[src/rtl/serial_subtractor.sv]
// Bit-serial unsigned subtractor: DIFF = A - B, one bit per clock, LSB first.
// A single full-subtractor cell is reused every cycle, and the borrow is held in a flop between cycles.
module serial_subtractor #(
    parameter int WIDTH = 8
) (
    input  logic             CLK,
    input  logic             RST,
    input  logic             START,
    input  logic [WIDTH-1:0] A,
    input  logic [WIDTH-1:0] B,
    output logic             BUSY,
    output logic             DONE,
    output logic [WIDTH-1:0] DIFF,
    output logic             BORROW
);
    localparam int CNT_W = (WIDTH > 1) ? $clog2(WIDTH) : 1;
    localparam logic [CNT_W-1:0] LAST = CNT_W'(WIDTH - 1);

    typedef enum logic [1:0] {S_IDLE, S_RUN, S_DONE} state_t;

    state_t           state_q, state_d;
    logic [WIDTH-1:0] opa_q, opa_d;
    logic [WIDTH-1:0] opb_q, opb_d;
    logic [WIDTH-1:0] part_q, part_d;
    logic [WIDTH-1:0] diff_q, diff_d;
    logic [CNT_W-1:0] cnt_q, cnt_d;
    logic             br_q, br_d;
    logic             borrow_q, borrow_d;
    logic             bit_diff, bit_borrow;

    function automatic logic fs_diff(input logic a, input logic b, input logic br);
        return a ^ b ^ br;
    endfunction

    function automatic logic fs_borrow(input logic a, input logic b, input logic br);
        return (~a & b) | (~(a ^ b) & br);
    endfunction

    always_ff @(posedge CLK or posedge RST) begin
        if (RST) begin
            state_q  <= S_IDLE;
            opa_q    <= '0;
            opb_q    <= '0;
            part_q   <= '0;
            diff_q   <= '0;
            cnt_q    <= '0;
            br_q     <= 1'b0;
            borrow_q <= 1'b0;
        end else begin
            state_q  <= state_d;
            opa_q    <= opa_d;
            opb_q    <= opb_d;
            part_q   <= part_d;
            diff_q   <= diff_d;
            cnt_q    <= cnt_d;
            br_q     <= br_d;
            borrow_q <= borrow_d;
        end
    end

    always_comb begin
        state_d = state_q;
        case (state_q)
            S_IDLE:  if (START) state_d = S_RUN;
            S_RUN:   if (cnt_q == LAST) state_d = S_DONE;
            S_DONE:  state_d = S_IDLE;
            default: state_d = S_IDLE;
        endcase
    end

    always_comb begin
        bit_diff   = fs_diff(opa_q[0], opb_q[0], br_q);
        bit_borrow = fs_borrow(opa_q[0], opb_q[0], br_q);
        opa_d      = opa_q;
        opb_d      = opb_q;
        part_d     = part_q;
        diff_d     = diff_q;
        cnt_d      = cnt_q;
        br_d       = br_q;
        borrow_d   = borrow_q;
        case (state_q)
            S_IDLE: begin
                if (START) begin
                    opa_d  = A;
                    opb_d  = B;
                    part_d = '0;
                    cnt_d  = '0;
                    br_d   = 1'b0;
                end
            end
            S_RUN: begin
                opa_d  = opa_q >> 1;
                opb_d  = opb_q >> 1;
                part_d = {bit_diff, part_q[WIDTH-1:1]};
                br_d   = bit_borrow;
                cnt_d  = cnt_q + CNT_W'(1);
                // The result registers only change on the final bit, so they never show partial values.
                if (cnt_q == LAST) begin
                    diff_d   = {bit_diff, part_q[WIDTH-1:1]};
                    borrow_d = bit_borrow;
                end
            end
            default: ;
        endcase
    end

    always_comb begin
        BUSY = (state_q == S_RUN);
        DONE = (state_q == S_DONE);
    end

    assign DIFF   = diff_q;
    assign BORROW = borrow_q;

endmodule

[config.mk]
export PLATFORM = sky130hd
export DESIGN_NAME = serial_subtractor
export DESIGN_NICKNAME = d
export VERILOG_FILES = /design/src/rtl/serial_subtractor.sv
export SDC_FILE = /design/constraint.sdc
export NUM_CORES = 1
export LEC_CHECK = 0
export ABC_AREA = 0
export CAP_MARGIN = 30
export CORE_ASPECT_RATIO = 0.8
export CORE_MARGIN = 1
export CORE_UTILIZATION = 35
export CTS_BUF_LIST = sky130_fd_sc_hd__clkbuf_2 sky130_fd_sc_hd__clkbuf_4 sky130_fd_sc_hd__clkbuf_8
export CTS_CLUSTER_SIZE = 28
export DETAILED_ROUTE_END_ITERATION = 16
export HOLD_SLACK_MARGIN = 0.08
export PLACE_DENSITY_LB_ADDON = 0.2
export SETUP_SLACK_MARGIN = 0.2
export SKIP_LAST_GASP = 1
export SLEW_MARGIN = 5
export SYNTH_ARGS = -nofsm -noshare
export SYNTH_HDL_FRONTEND = slang
export SYNTH_SLANG_ARGS = --single-unit
[constraint.sdc]
create_clock -name CLK -period 1.9 [get_ports CLK]
set_input_delay 0.475 -clock CLK [delete_from_list [all_inputs] [get_ports CLK]]
set_output_delay 0.475 -clock CLK [all_outputs]
set_load 0.03 [all_outputs]
==> results of run 1 <==
[cells in the final DEF (no fill, tap or decap), drive strengths merged]
cell type and count:
clkinv 1, mux2 10, a22o 12, o21bai 2, bufbuf 2, ha 2, buf 11, nor3b 1
a221oi 14, dlygate4sd2 9, a21oi 1, nand3b 1, nand2b 2, nor2 12, clkbuf 7, clkdlybuf4s50 18
inv 18, dfrtp 38, fa 1, nor4b 14, and2b 1, clkinvlp 1, nor2b 1
[worst max-delay path by stage]
stage | endpoint | slack, ps | start | cells after the start
after floorplan | DONE | 250 | state_q[1] | 3
after global placement | opa_q[0] | -40 | START | 3
after detailed placement | opa_q[2] | -90 | START | 3
after CTS | DONE | 110 | state_q[0] | 2
after global routing | BUSY | 170 | state_q[1] | 3
final | BUSY | 200 | state_q[1] | 3
[timing repair]
| action | in CTS | in global routing |
|---|---|---|
| cloned | 2 | 1 |
| endpoints found under the setup margin | 25 | 19 |
| setup buffers | 3 | 2 |
| gates resized for setup | 17 | 2 |
| pin swaps | 0 | 1 |
[flip-flops by register name, indices dropped and copies added (netlist names)]
signal	flops
part_q	7
DIFF	8
opa_q	8
cnt_q	3
opb_q	8
BORROW	1
state_q	2
br_q	1
[layer usage]
layer / part of all wire [%] / wire (µm) / vias up
li1: - / - / 588
met1: 45 / 1673 / 623
met2: 49 / 1809 / 22
met3: 4.5 / 165 / 7
met4: 1.4 / 53 / 0
met5: 0 / 0 / -
[kinds of logic (layout without fill, tap and decap cells)]
group	after synthesis	count (layout)	share of synthesized area [%]
flip-flops	38	38	53.63
AND/OR/NAND/NOR	32	32	11.93
multiplexers	10	10	6.352
AO/OA/AOI/OAI	28	29	17.71
adder cells (fa/ha/maj)	3	3	2.540
buffers and inverters	30	67	7.833
[final cells by class]
type,instances,area (µm²),area share (%)
multi-input cells,74,694.4,29.73
repair buffers,41,452.9,19.39
flip-flops and latches,38,950.9,40.71
clock buffers,6,82.58,3.535
well taps,60,75.07,3.214
clock inverters,2,12.51,0.5356
inverters,18,67.56,2.892
[power by group through the flow]
| stage | combinational [mW] | sequential, mW | clock, mW |
|---|---|---|---|
| detailed placement | 1.60 | 1.39 | 0 |
| CTS | 1.71 | 1.38 | 0.591 |
| finish | 1.71 | 1.38 | 0.579 |
| global placement | 1.56 | 1.37 | 0 |
| global route | 1.89 | 1.43 | 0.631 |
| floorplan | 1.03 | 1.52 | 0 |
==> results.md, run 1 <==
- Gr usage total: 16.03%
- Wirelength, routed: 3.701 mm
- DP HPWL: 2.157 mm
- Area Growth Syn to Fin: 31.76%
- Clock power frac: 15.8%
- Final worst slack: 200.8 ps
- Largest net degree at the start of global routing: 39
- Maxcap violations: 0
- Aggregate global routing overflow: 0
- Total Power: 3.669 mW
- Sw Share: 37.25%
- Global Route met3 Usage: 4.722%
- Sequential Power Share: 37.6%
- Cell taking the most area after synthesis: dfrtp_1
- Slew HR: 58.58%
- Reg2reg path depth: 5
- Met1 Use GR: 21.82%
- Flop-to-flop setup slack: 340 ps
- Int Pwr: 2.302 mW
- Cell Chain, Critical Path: buf_12 -> and2b_4 -> buf_6
- Synth Cell Area: 1773 µm²
- Vias in the first global route: 1255
- First-pass iteration count of the detailed router: 4
- Reg-to-Reg Start: state_q[1]
- Setup WS pre-CTS: -87.02 ps
- Peak VDD IR: 665.1 µV
- Share of the synthesized area in the top cell type: 53.63%
- Hold path startpoint: DIFF[2]
- Count of cell types in the netlist: 21
- Lkg Pwr: 1.075 nW
- Power share of the combinational group: 46.6%
- Clk_lat worst skew: 290 ps
- Finished Cell Area: 2336 µm²
- Synth area leaders: dfrtp_1 (54%), a221oi_2 (8.5%), nor4b_1 (6.9%), a22o_1 (5.9%), mux2_1 (5.7%)
- First-pass GRT wire length: 6.210 mm
- Top Family by Delay on Critical Path: flip-flops
- 1st-iter DRT viols: 62
- Clock net sink count: 38
- CP arrival: 1220 ps
- Post-synth ARST share: 100.0%
- Crit path buf inv count: 2
- # H-tree levels: 2
- YS warnings: 0
- Cells after Synth: 141
- Hold_buf cts: 0
- Die Width: 81.58 µm
- Max Fclk: 588.5 MHz
- Hold_ws: 492.5 ps
- Number of synthesized register bits: 38
- Non-filler instance count after layout: 239
- Top cells by count, synth: dfrtp_1 (38), inv_1 (18), nor4b_1 (14)
- Minimum clock period: 1699 ps
- Worst slew pin tran: 620.8 ps
- FP Rows: 22
- Clock Skew: 2.544 ps
- CTS tree: done
- Endpoints failing hold: 0
- Layout cells sized above 1: 20.11%
- Crit-path slowest cell: dfrtp_1
- Post-synth EDFFs: 0
- Power per cell area: 1571 nW/µm²
- Crit. End Element: primary output
- Worst-case clock buffer depth: 2
- Via/cell ratio: 5.188
- Hold Path Class: reg -> reg
- R2r endpoint: opb_q[7]
- Vias: 1240
- Final setup fails: 0
- Met2 GRT Util: 23.96%
- RSZ-0062 raised after global routing: yes
- Final Wtd Congestion: 0.6898
- Die Y: 65.66 µm
- Sequential fraction of the synthesis area: 53.63%
- Most Crowded Layer GR: met2
- I/O pins: 30
- Count leader, synth: dfrtp_1
- Root Driver: clkbuf_8
- Fill cells: 439
- Required time of the worst setup path: 1420 ps
- Hold Crit Depth: 1
- Setup tns final: 0 ps
- Total die area: 5356 µm²
- Wire length per cell: 15.49 µm
- CORE AREA: 4735 µm²
- DP Cell Count: 223
- Final core utilization: 49.34%
- Final Cycle Share: 89.43%
- TritonCTS Buffers: 5
- IO Port Bufs: 29
- Drt drc: 0
- Net Switching: 1.367 mW
- Ys flop type: dfrtp_1
- Status: finished clean
- Crit Path Class: reg -> out
- Placed inst area: 2102 µm²
- Hold EP: DIFF[2]
- Crit path max fanout: 3
- # diodes: 0
- Starting density of the core: 37.45%
- Max incr delay on CP: 420 ps
- Nets: 200
- Initial antenna violation count: 0
- Synthesized Nets: 163
- Post-route ant nets: 0
- Mean post-synth cell area: 12.57 µm²
- Slew Limit Fails: 0
- Clk slew on worst S/H paths: 70 ps
- Startpoint Class: flop
No activity file was read; power rests on OpenSTA's default activity.
==> inputs of run 2 (changes only) <==
Settings changed: ABC_CLOCK_PERIOD_IN_PS set to 1900.
==> results of run 2 <==
The final DEF is identical to that of run 1; final timing and power are the same.
